### config.mk
export PLATFORM = sky130hd
export DESIGN_NAME = regfile_writeback
export DESIGN_NICKNAME = d
export VERILOG_FILES = /design/src/rtl/regfile_writeback.sv
export SDC_FILE = /design/constraint.sdc
export NUM_CORES = 1
export LEC_CHECK = 0
export ABC_AREA = 1
export CAP_MARGIN = 30
export CORE_UTILIZATION = 45
export DETAILED_ROUTE_END_ITERATION = 8
export PLACE_DENSITY = 0.93
export SKIP_CTS_REPAIR_TIMING = 1
export SYNTH_ARGS = -nofsm -noshare
export SYNTH_HDL_FRONTEND = slang
export SYNTH_SLANG_ARGS = --single-unit
### constraint.sdc
create_clock -name clk -period 2.11 [get_ports clk]
set_input_delay 0.422 -clock clk [delete_from_list [all_inputs] [get_ports clk]]
set_output_delay 0.422 -clock clk [all_outputs]
set_load 0.01 [all_outputs]
### src/rtl/regfile_writeback.sv
// Writeback stage: round-robin arbitration between ALU and LSU results, a registered
// register-file write port, and a pending-write scoreboard that stalls decode on hazards.
module regfile_writeback #(
    parameter int DATA_WIDTH = 32,
    parameter int ADDR_WIDTH = 5
) (
    input  logic                         clk,
    input  logic                         reset,
    input  logic                         alu_valid,
    output logic                         alu_ready,
    input  logic [ADDR_WIDTH-1:0]        alu_rd,
    input  logic [DATA_WIDTH-1:0]        alu_data,
    input  logic                         lsu_valid,
    output logic                         lsu_ready,
    input  logic [ADDR_WIDTH-1:0]        lsu_rd,
    input  logic [DATA_WIDTH-1:0]        lsu_data,
    output logic [ADDR_WIDTH-1:0]        write_addr1,
    output logic [DATA_WIDTH-1:0]        write_data,
    output logic                         write_enable,
    input  logic                         issue_valid,
    input  logic [ADDR_WIDTH-1:0]        issue_rd,
    input  logic [ADDR_WIDTH-1:0]        read_addr1,
    input  logic [ADDR_WIDTH-1:0]        read_addr2,
    output logic                         stall,
    output logic [(1<<ADDR_WIDTH)-1:0]   pending
);

    logic                         last_grant_q, last_grant_d;
    logic                         write_enable_q, write_enable_d;
    logic [ADDR_WIDTH-1:0]        write_addr1_q, write_addr1_d;
    logic [DATA_WIDTH-1:0]        write_data_q, write_data_d;
    logic [(1<<ADDR_WIDTH)-1:0]   pending_q, pending_d;
    logic                         alu_xfer, lsu_xfer;

    // last_grant_q = 1 means the LSU won last, so the ALU takes the next tie
    always_comb begin
        alu_ready = 1'b0;
        lsu_ready = 1'b0;
        if (!reset) begin
            if (alu_valid && (!lsu_valid || last_grant_q)) begin
                alu_ready = 1'b1;
            end else if (lsu_valid) begin
                lsu_ready = 1'b1;
            end
        end
    end

    assign alu_xfer = alu_valid & alu_ready;
    assign lsu_xfer = lsu_valid & lsu_ready;

    always_comb begin
        last_grant_d   = last_grant_q;
        write_enable_d = 1'b0;
        write_addr1_d  = write_addr1_q;
        write_data_d   = write_data_q;
        if (alu_xfer) begin
            last_grant_d = 1'b0;
            if (alu_rd != '0) begin
                write_enable_d = 1'b1;
                write_addr1_d  = alu_rd;
                write_data_d   = alu_data;
            end
        end else if (lsu_xfer) begin
            last_grant_d = 1'b1;
            if (lsu_rd != '0) begin
                write_enable_d = 1'b1;
                write_addr1_d  = lsu_rd;
                write_data_d   = lsu_data;
            end
        end
    end

    always_comb begin
        stall = 1'b0;
        if (!reset) begin
            stall = pending_q[read_addr1] | pending_q[read_addr2]
                  | (issue_valid & pending_q[issue_rd]);
        end
    end

    // Clear is applied before set so a same-edge issue keeps the bit pending
    always_comb begin
        pending_d = pending_q;
        if (write_enable_q) begin
            pending_d[write_addr1_q] = 1'b0;
        end
        if (issue_valid && !stall && issue_rd != '0) begin
            pending_d[issue_rd] = 1'b1;
        end
        pending_d[0] = 1'b0;
    end

    always_ff @(posedge clk) begin
        if (reset) begin
            last_grant_q   <= 1'b1;
            write_enable_q <= 1'b0;
            write_addr1_q  <= '0;
            write_data_q   <= '0;
            pending_q      <= '0;
        end else begin
            last_grant_q   <= last_grant_d;
            write_enable_q <= write_enable_d;
            write_addr1_q  <= write_addr1_d;
            write_data_q   <= write_data_d;
            pending_q      <= pending_d;
        end
    end

    assign write_enable = write_enable_q;
    assign write_addr1  = write_addr1_q;
    assign write_data   = write_data_q;
    assign pending      = pending_q;

endmodule

==> results of run 1 <==
==> kinds of logic after synthesis <==
kind of cell / after synthesis / synth area share (%)
DFF: 70 / 32.3
other: 1 / 0.0865
and+or+nand+nor: 389 / 38.3
AOI/OAI and AO/OA: 123 / 17.9
buffers and inverters: 102 / 11.4
==> routing by layer <==
layer | wire length [µm] | GRT usage, %
met5 | 0 | 0
met1 | 5570 | 33.6
met2 | 7530 | 52.4
met4 | 388 | 10.9
met3 | 1500 | 7.17
==> worst min-delay path: stages (launching register included) <==
cell      delay [ps]
dfxtp_1          310
nor2_1            90
a311oi_1          40
==> flip-flops by register name, summed over array words and instances, names as in the netlist <==
name	count
write_enable	1
write_data	32
write_addr1	5
pending	31
last_grant_q	1
==> where the power goes <==
part	internal [W]	total, W	switching (W)
clock network	0.000417	0.000914	0.000497
registers	0.00140	0.00145	0.0000553
logic	0.000458	0.000925	0.000467
==> per-stage QoR <==
stage	utilization, %	hold slack [ps]
2_1_floorplan	-	466
3_3_place_gp	67.6	478
3_5_place_dp	67.6	482
4_1_cts	69.3	491
5_1_grt	70.7	514
6_report	70.7	492
==> cells in the final DEF, fill, tap and decap left out, types with 10 or more instances in the layout <==
| cell type | count |
|---|---|
| nand3_2 | 10 |
| o21ai_0 | 45 |
| nor2_1 | 60 |
| nand3_1 | 90 |
| a31oi_1 | 10 |
| nand2_1 | 214 |
| dfxtp_1 | 66 |
| a311oi_1 | 27 |
| a21oi_1 | 23 |
| clkdlybuf4s50_1 | 150 |
| buf_4 | 41 |
| inv_1 | 51 |
| dlymetal6s2s_1 | 12 |
==> cell type report <==
class	instances	area, µm²	area share, %
inverter	60	230	3.51
clock inverter	4	25.0	0.381
tap	129	161	2.46
timing repair buffer	213	2110	32.1
multi-input combinational	513	2500	38.1
sequential	70	1410	21.4
clock buffer	11	131	2.00
==> Yosys cell counts <==
master,number
buf_4,7
nor3_1,8
o21ai_0,49
or2_2,2
inv_2,4
clkbuf_1,10
a211oi_2,1
nand3_2,10
nand2_4,1
inv_1,55
a31oi_1,10
dfxtp_1,70
nand3_1,90
conb_1,1
o21ai_1,3
nor4_1,1
nand2_1,215
buf_2,13
nor2_1,62
a311oi_1,27
a21oi_1,23
buf_6,9
buf_1,3
o41ai_1,1
clkinv_1,1
a21oi_2,9
==> worst max-delay path by stage <==
stage	start	slack [ps]	end	cells after the start
6_report	issue_rd[3]	-50	stall	12
5_1_grt	issue_rd[3]	-170	stall	12
4_1_cts	issue_rd[0]	-730	stall	15
3_5_place_dp	issue_rd[0]	-720	stall	15
3_3_place_gp	issue_rd[0]	-690	stall	15
2_1_floorplan	read_addr1[0]	160	stall	13
==> impl_metrics.env, run 1 <==
export IMPL_ant_nets=0
export IMPL_worstReg2RegStart="pending[6]"
export IMPL_place_hpwl_um=11100
export IMPL_dp_cells=984
export IMPL_critPathMaxFanout=5
export IMPL_min_to="write_data[3]"
export IMPL_path_cells="clkbuf_2 -> inv_1 -> nor3_2 -> nand2_1 -> nand2_1 -> nor2_2 -> nand2_1 -> nand2_1 -> nand3_2 -> nand2_4 -> inv_1 -> dlymetal6s2s_1"
export IMPL_coreArea_um2=9280
export IMPL_crit_arrival_ps=1740
export IMPL_setup_worst_path_class="input pin to primary output"
export IMPL_die_width_um=100
export IMPL_vias=5488
export IMPL_finalHoldViolCount=0
export IMPL_io_pins=167
export IMPL_design_area_um2=6570
export IMPL_synth_area_leaders="dfxtp_1, nand2_1, nand3_1, o21ai_0, a311oi_1"
export IMPL_ctsLongestPathBuffers=2
export IMPL_wl_per_cell_um=15.0
export IMPL_ff2ff_path_depth=14
export IMPL_antenna_found_initial=0
export IMPL_grt_pass1_vias=5090
export IMPL_place_ws_ps=-721
export IMPL_grt_total_usage_pct=29.3
export IMPL_cts_buffers=9
export IMPL_drtIter0Drc=453
export IMPL_finalNetCount=961
export IMPL_tns_ps=-47.4
export IMPL_avgSynthCellArea_um2=6.33
export IMPL_overflow=0
export IMPL_fin_ws_ps=-47.4
export IMPL_crit_top_cell="nand2_1"
export IMPL_cts_tree="built"
export IMPL_r2r_setup_slack_ps=270
export IMPL_die_area_um2=10000
export IMPL_stdcell_count=1000
export IMPL_cp_slowest_cell="nor3_2"
export IMPL_cpLargestDelayFamily="simple AND/OR/NAND/NOR gates"
export IMPL_max_freq_mhz=464
export IMPL_n_antenna_cell=0
export IMPL_initial_utilization_pct=46.7
export IMPL_maxSlewViolCount=0
export IMPL_io_buffers=165
export IMPL_grt_max_degree=55
export IMPL_critical_path_buf_inv_count=4
export IMPL_htree_levels=3
export IMPL_grt_setup_unrepaired="true"
export IMPL_synth_area_um2=4330
export IMPL_critPathLaunchType="input pin"
export IMPL_critPathRequiredTime_ps=1690
export IMPL_vias_per_cell=5.49
export IMPL_period_needed_ps=2160
export IMPL_drive_above_1_share_pct=12.6
export IMPL_run_status="finished with violations"
export IMPL_finalWirelength_um=15000
export IMPL_synth_seq_cells=70
export IMPL_synth_largest_area_cell="dfxtp_1"
export IMPL_setup_viol=1
export IMPL_clk_pin_slew_ps=70
export IMPL_synthDistinctLibCells=26
export IMPL_syn_nets=779
export IMPL_netlist_instances=685
export IMPL_critPathCaptureType="primary output"
export IMPL_grt_pass1_wl_um=23400
export IMPL_cts_sinks=70
export IMPL_worst_r2r_endpoint="pending[30]"
export IMPL_fin_crit_sh_pct=102
export IMPL_hold_class="register to register"
export IMPL_p_leak_nw=2.70
export IMPL_hold_depth=2
export IMPL_violations="setup timing"
export IMPL_syn2layout_area_growth_pct=51.6
export IMPL_die_height_um=100
export IMPL_route_detailed_drc=0
export IMPL_drtPass1Iterations=6
export IMPL_clock_latency_ps=340
export IMPL_vdd_drop_max_mv=0.410
export IMPL_critPathMaxStageDelay_ps=270
export IMPL_rows=35
export IMPL_clockRootBuffer="clkbuf_8"
export IMPL_gp_congestion=1.01
export IMPL_place_area_um2=6280
export IMPL_ys_warn_count=0
export IMPL_clock_skew_ps=10.6
export IMPL_n_fill_cell=724
export IMPL_worstHoldStart="write_data[3]"
export IMPL_fin_total_pwr_w=0.00329
export IMPL_drv_cap=0
export IMPL_synth_top_area_share_pct=32.3
export IMPL_seq_area_frac_synth_pct=32.3
export IMPL_power_density_nw_per_um2=501
(Power assumes the default switching activity.)
==> run 2: changes to the inputs <==
- RECOVER_POWER: default -> 50
- SLEW_MARGIN: default -> 20
==> run 2 against run 1 <==
  * The flow still finishes with violations (setup timing)
  * Critical path depth did not move
  * Sequential power barely moved
  * Register-to-register slack barely moved
  * Total power fell by 0.84%
  * Utilization barely moved
  * Maximum frequency fell by 0.60%
  * Via count rose by 0.36%
  * First-iteration DRC count rose by 6.8%
  * Critical path type unchanged
  * Critical endpoint unchanged
==> impl_metrics.env, run 2 (same netlist as run 1, synthesis figures left out) <==
export IMPL_vias_per_cell=5.51
export IMPL_clockRootBuffer="clkbuf_8"
export IMPL_grt_setup_unrepaired="true"
export IMPL_worstReg2RegStart="pending[6]"
export IMPL_place_hpwl_um=11100
export IMPL_ctsLongestPathBuffers=2
export IMPL_power_density_nw_per_um2=497
export IMPL_hold_class="register to register"
export IMPL_period_needed_ps=2170
export IMPL_overflow=0
export IMPL_final_common_cell="nand2_1"
export IMPL_layout_common_cells="nand2_1, clkdlybuf4s50_1, nand3_1, dfxtp_1, nor2_1"
export IMPL_setup_worst_path_class="input pin to primary output"
export IMPL_worst_r2r_endpoint="pending[2]"
export IMPL_grt_pass1_wl_um=23400
export IMPL_rows=35
export IMPL_finalWirelength_um=14900
export IMPL_die_width_um=100
export IMPL_critPathRequiredTime_ps=1690
export IMPL_setup_viol=1
export IMPL_syn2layout_area_growth_pct=51.5
export IMPL_drive_above_1_share_pct=12.6
export IMPL_cts_buffers=9
export IMPL_critPathCaptureType="primary output"
export IMPL_die_area_um2=10000
export IMPL_clock_skew_ps=8.10
export IMPL_finalNetCount=961
export IMPL_cts_tree="built"
export IMPL_vias=5508
export IMPL_wl_per_cell_um=14.9
export IMPL_drv_cap=0
export IMPL_critPathLaunchType="input pin"
export IMPL_clock_latency_ps=350
export IMPL_cp_slowest_cell="nor3_2"
export IMPL_drtPass1Iterations=5
export IMPL_design_area_um2=6570
export IMPL_fin_ws_ps=-60.4
export IMPL_critPathMaxFanout=5
export IMPL_place_area_um2=6280
export IMPL_grt_max_degree=55
export IMPL_antenna_found_initial=0
export IMPL_crit_top_cell="nand2_1"
export IMPL_n_antenna_cell=0
export IMPL_grt_pass1_vias=5090
export IMPL_gp_congestion=1.01
export IMPL_grt_total_usage_pct=29.3
export IMPL_route_detailed_drc=0
export IMPL_stdcell_count=1000
export IMPL_finish_utilization_pct=70.7
export IMPL_ant_nets=0
export IMPL_hold_depth=2
export IMPL_critPathMaxStageDelay_ps=270
export IMPL_n_fill_cell=724
export IMPL_die_height_um=100
export IMPL_vdd_drop_max_mv=0.408
export IMPL_crit_arrival_ps=1750
export IMPL_clk_pin_slew_ps=70
export IMPL_path_cells="clkbuf_2 -> inv_1 -> nor3_2 -> nand2_1 -> nand2_1 -> nor2_2 -> nand2_1 -> nand2_1 -> nand3_2 -> nand2_4 -> inv_1 -> dlymetal6s2s_1"
export IMPL_cpLargestDelayFamily="simple AND/OR/NAND/NOR gates"
export IMPL_initial_utilization_pct=46.7
export IMPL_tns_ps=-60.4
export IMPL_crit_path_end="stall"
export IMPL_io_pins=167
export IMPL_finalHoldViolCount=0
export IMPL_htree_levels=3
export IMPL_ff2ff_path_depth=14
export IMPL_drtIter0Drc=484
export IMPL_io_buffers=165
export IMPL_largest_reg_flops=32
export IMPL_fin_crit_sh_pct=103
export IMPL_timing_hold_ws_ps=489
export IMPL_violations="setup timing"
export IMPL_dp_cells=984
export IMPL_p_leak_nw=2.85
export IMPL_max_freq_mhz=461
export IMPL_maxSlewViolCount=0
export IMPL_r2r_setup_slack_ps=270
export IMPL_run_status="finished with violations"
export IMPL_crit_cells=12
export IMPL_critical_path_buf_inv_count=4
export IMPL_coreArea_um2=9280
export IMPL_cts_sinks=70
export IMPL_critPathLaunch="issue_rd[3]"
-- run 2: changes by cell type in the layout (fill, tap and decap cells not counted), sizes merged --
cell,delta
clkdlybuf4s50,-55
dlygate4sd3,+55
buf,-1
clkbuf,+1
-- run 2: worst min path at each step --
| stage | startpoint | end |
|---|---|---|
| floorplan | last_grant_q | last_grant_q |
| global placement | write_data[3] | write_data[3] |
| detailed placement | write_data[3] | write_data[3] |
| CTS | write_data[3] | write_data[3] |
| global route | write_data[7] | write_data[7] |
| finish | write_data[3] | write_data[3] |
-- run 2: area by class of cell --
class,instances,area [µm²],share of cell area [%]
Clock buffer,11,131,2.00
Clock inverter,4,25.0,0.381
Inverter,60,230,3.51
Multi-Input combinational cell,513,2500,38.2
Sequential cell,70,1410,21.4
Tap cell,129,161,2.46
Timing Repair Buffer,213,2110,32.1
-- run 2: where the power goes --
part,total (W),switching (W),internal (W)
Clock,0.000916,0.000499,0.000417
Combinational,0.000898,0.000466,0.000432
Sequential,0.00145,0.0000524,0.00140
-- run 2: worst reg2reg max path: stages (launching register included) --
cell and delay (ps):
dfxtp_1 310, inv_1 120, o21ai_0 90, nand2_1 60, nand2_1 50, nand2_1 60, nand2_1 60, nor2_2 90
nand2_1 50, nand2_1 70, nand3_2 90, nand2_4 80, buf_4 330, nand3_1 150, a21oi_1 150
-- run 2: routing by layer --
metal,wire [µm],vias to the layer above,global-route usage [%]
li1,-,2633,-
met1,5590,2502,33.6
met2,7500,326,52.4
met3,1450,47,7.17
met4,404,0,10.9
met5,0,-,0
-- run 2: through the flow --
stage	total power (W)	worst slack (ps)
6_report	0.00326	-60.4
5_1_grt	0.00341	-168
4_1_cts	0.00327	-728
3_5_place_dp	0.00237	-721
3_3_place_gp	0.00235	-685
2_1_floorplan	0.00190	165
==> run 3: changes to the inputs <==
- CTS_CLUSTER_DIAMETER: default -> 100
==> results of run 3 <==
No change in the layout: final DEF, timing and power equal those of run 2.
==> RTL change 1: new RTL, settings of run 1 <==
The parameter `DATA_WIDTH` goes from 32 to 36.
--- a/src/rtl/regfile_writeback.sv
+++ b/src/rtl/regfile_writeback.sv
@@ -2,5 +2,5 @@
 // register-file write port, and a pending-write scoreboard that stalls decode on hazards.
 module regfile_writeback #(
-    parameter int DATA_WIDTH = 32,
+    parameter int DATA_WIDTH = 36,
     parameter int ADDR_WIDTH = 5
 ) (
Interface: changed (resized alu_data, lsu_data and write_data); port bits go from 167 to 179. No check against the original RTL was run, so the function may have changed too.
==> RTL change 1 against run 1 <==
  * The run still ends with setup timing left
  * Largest power group unchanged
  * Design area up 5.4%
  * Global-route usage up 0.44 points
  * Sequential share of layout area up 0.068 points
  * Synthesized cell count up 2.9%
  * Synthesized area up 3.8%
  * Setup slack better by 0.023 ns
  * Sequential power up 6%
  * Hold slack worse by 0.19 ns
  * Power up 11%
  * Sequential cell count up 4
  * Routed wire length up 4.4%
==> RTL change 1: results (changes against run 1) <==
* Skew final at 0.00953 ns (-0.00103 ns)
* Worst reg-to-reg path cell count at 11 (-3)
* Combinational share of power at 27.1% (-1.0 points)
* Worst hold-check path type: in2reg
* Final Wtd Congestion at 0.937 (-7.0%)
* Initial DRC Count at 512 (+13%)
* Vias/cell at 5.39 (-1.9%)
* Post-Syn Instances at 705 (+2.9%)
* Post-synthesis compound-gate area fraction at 18.1% (+0.19 points)
* Synth area leaders: dfxtp_1, nand2_1, nand3_1, a311oi_1, nor2_1
* TNS Setup at -0.0244 ns (+0.0230 ns)
* Post-synthesis sequential area ratio at 33.0% (+0.61 points)
* Port Buf Inserts at 177 (+7.3%)
* Maximum VDD drop at 0.000428 V (+4.6%)
* Slowest CP cell: dfxtp_2
* DP HPWL at 11.6 mm (+4.6%)
* H-tree levels at 3 (unchanged)
* Share of cells above drive strength 1 at 13.6% (+0.98 points)
* Commonest cells in the netlist: nand2_1, nand3_1, dfxtp_1
* Vias in the first global route at 5091 (+0.020%)
* Library cells used by synthesis at 28 (+7.7%)
* Max reg flops at 36 (+13%)
* Nets at 1008 (+4.9%)
* PnR worst setup slack at -0.0244 ns (+0.0230 ns)
* Net count after synthesis at 807 (+3.6%)
* Synth Flop Type: dfxtp_1
* Pleak at 0.00284 uW (+5.3%)
* Internal Power at 2550 uW (+12%)
* GR Util All Layers at 29.7% (+0.44 points)
* Reg clk slew, reported paths at 0.08 ns
* Vias at 5622 (+2.4%)
* Crit-path max cell delay at 0.35 ns (+0.08 ns)
* Dpl ws at -0.764 ns (-0.0424 ns)
* Pin count of the biggest net entering global routing at 63 (+15%)
* First-pass GRT wire length at 24.3 mm (+3.7%)
* Drt total wl at 15.6 mm (+4.4%)
* Worst path arrival time at 1.71 ns (-0.03 ns)
* Status: complete, but fails checks
* Seq. pwr at 1540 uW (+6%)
* Failing checks: setup timing
* Fill cells at 806 (+11%)
* Setup violators final at 1 (unchanged)
-- RTL change 1: cell types whose count changed after synthesis, sizes merged, moves of 4 or more --
cell | before | now
buf | 32 | 28
clkbuf | 10 | 15
nor2 | 62 | 69
dfxtp | 70 | 74
nand2 | 216 | 221
a311oi | 27 | 32
-- RTL change 1: path summary, 6_finish.rpt --
path,from,to,slack (ns)
worst min register to register,write_data[16]$_SDFFE_PP0P_,write_data[16]$_SDFFE_PP0P_,0.49
worst max register to register,pending[15]$_SDFF_PP0_,pending[31]$_SDFF_PP0_,0.17
worst max-delay path,pending[15]$_SDFF_PP0_,stall,-0.02
worst min-delay path,reset,write_addr1[4]$_SDFFE_PP0P_,0.30
-- RTL change 1: layout make-up --
class                      count  area, um^2  share of cell area, %
clock buffer                  10         138                   1.99
clock inverter                 6        66.3                  0.958
inverter                      59         224                   3.23
multi-input combinational    529        2590                   37.4
sequential                    74        1490                   21.5
tap                          133         166                   2.40
timing repair buffer         233        2260                   32.6
-- RTL change 1: through the flow --
step	cell area (um^2)	total power (uW)	utilization, %	hold slack (ns)
after floorplan	4500	2010	-	0.466
after global placement	6610	2520	68.0	0.472
after detailed placement	6610	2530	68.0	0.481
after CTS	6820	3640	70.0	0.288
after global routing	6930	3820	71.2	0.309
final	6930	3640	71.2	0.298
-- RTL change 1: routing by layer --
metal | wire length, um | global-route usage, % | vias up
met5 | 0 | 0 | -
met4 | 526 | 13.8 | 0
met3 | 1390 | 6.91 | 49
met2 | 7750 | 51.4 | 297
met1 | 5960 | 34.8 | 2527
li1 | - | - | 2749
-- RTL change 1: worst reg2reg max path, delay by kind of cell (launching register included) --
family                 cells  cell delay, ns
DFF                        1            0.35
and+or+nand+nor            9            1.02
AOI/OAI and AO/OA          1            0.15
buffers and inverters      1            0.32
==> RTL change 2: new RTL, config.mk and constraints of run 1 <==
Made on the original files. Make the reset (`reset`) asynchronous in one clocked block.
--- a/src/rtl/regfile_writeback.sv
+++ b/src/rtl/regfile_writeback.sv
@@ -91,5 +91,5 @@
     end
 
-    always_ff @(posedge clk) begin
+    always_ff @(posedge clk or posedge reset) begin
         if (reset) begin
             last_grant_q   <= 1'b1;
Formal check against the unedited RTL: differs if reset is asserted again (counterexample within 4 cycles, from zero or initial values and one cycle with reset high); with reset held inactive, the same outputs for 4 cycles.
==> RTL change 2 against run 1 <==
  * Count of clock-buffer cells in the layout down 1
  * Maximum frequency down 3.4%
  * Setup slack worse by 0.075 ns
  * Design area grew 8.8%
  * Global-route usage is 1.5 points higher
  * Routed wire length is 8.7% higher
  * Synthesized area grew 3.6%
  * Sequential share of layout area grew 3.2 points
  * Sequential cell count is the same
  * Non-clock buffer count grew 36
  * The run still ends with setup timing left
  * First-iteration DRC count up 69%
Power is not compared: it rests on default switching activity, and its combinational part moved more than twofold at a synthesized area within 25%.
==> RTL change 2: results (changes against run 1) <==
* Status: complete, but fails checks
* Failing checks: setup timing
* CP max FO at 21 (+16)
* Synth area leaders: dfrtp_1, nand2_1, nand3_1, nor2_1, a31oi_1
* Drt total wl at 16.3 mm (+8.7%)
* Synth Flop Type: dfrtp_1
* Worst r2r src: last_grant_q$_DFFE_PP1P_
* M2 GR Usage at 53.6% (+1.3 points)
* WHS at 0.502 ns (+0.00922 ns)
* Commonest cells in the netlist: nand2_1, nand3_1, nor2_1
* TNS Setup at -0.123 ns (-0.0753 ns)
* First-pass GRT wire length at 24.5 mm (+4.5%)
* Register-to-register setup slack at 0.13 ns (-0.14 ns)
* Met1 Track Usage GR at 36.6% (+3.0 points)
* Net count after synthesis at 770 (-1.2%)
* Vias in the first global route at 5112 (+0.43%)
* R2R Path End: write_data[31]$_DFFE_PP0P_
* Library cells used by synthesis at 23 (-12%)
* Routed wire per std cell at 15.7 um (+4.6%)
* GR Util All Layers at 30.7% (+1.5 points)
* PnR worst setup slack at -0.123 ns (-0.0753 ns)
* Share of cells above drive strength 1 at 16.0% (+3.4 points)
* Post-synthesis sequential area ratio at 39.1% (+6.7 points)
* DRT Pass-1 Iters at 8 (+2)
* Final Wtd Congestion at 1.00 (-0.72%)
* Crit-path max cell delay at 0.18 ns (-0.09 ns)
* Setup violators final at 1 (unchanged)
* Nets at 995 (+3.5%)
* Pin count of the biggest net entering global routing at 47 (-15%)
-- RTL change 2: power breakdown --
group	leakage, uW	internal [uW]	switching [uW]
combinational	0.00251	1850	1560
sequential	0.000767	1810	566
clock	0.000127	828	546
-- RTL change 2: area by class of cell --
| type | count | area, um^2 |
|---|---|---|
| Clock buffer | 10 | 138 |
| Inverter | 61 | 238 |
| Timing Repair Buffer | 249 | 2400 |
| Sequential cell | 70 | 1760 |
| Tap cell | 133 | 166 |
| Clock inverter | 6 | 116 |
| Fill cell | 681 | 2580 |
| Multi-Input combinational cell | 510 | 2330 |
-- RTL change 2: through the flow --
step           worst slack (ns)  area (um^2)  total power [uW]
2_1_floorplan            -0.379         4520              3560
3_3_place_gp             -0.779         6740              5480
3_5_place_dp             -0.821         6740              5600
4_1_cts                  -0.867         6990              6980
5_1_grt                  -0.229         7150              7580
6_report                 -0.123         7150              7160
-- RTL change 2: cell families (layout without fill, tap and decap cells) --
logic type	count (synthesis)	in the layout
flip-flops	70	70
buffers and inverters	96	326
other	1	1
AO/OA/AOI/OAI	83	83
AND/OR/NAND/NOR	426	426
-- RTL change 2: routing by layer --
layer,vias up,share of wire (%)
met3,77,12
met1,2574,35
li1,2635,-
met4,0,4.3
met5,-,0
met2,448,49
-- RTL change 2: worst max-delay path, delay by kind of cell --
family | cells | cell delay, ns
and+or+nand+nor | 10 | 0.85
buffers and inverters | 4 | 0.52
-- RTL change 2: how the worst max path moves through the flow --
| stage | from | to | slack, ns | depth (start not counted) |
|---|---|---|---|---|
| after CTS | issue_rd[4] | stall | -0.87 | 12 |
| after detailed placement | issue_rd[0] | stall | -0.82 | 15 |
| after global placement | issue_rd[4] | stall | -0.78 | 12 |
| final | issue_rd[0] | stall | -0.12 | 14 |
| after global routing | issue_rd[0] | stall | -0.23 | 14 |
| after floorplan | reset | write_data[4]$_DFFE_PP0P_ | -0.38 | 9 |
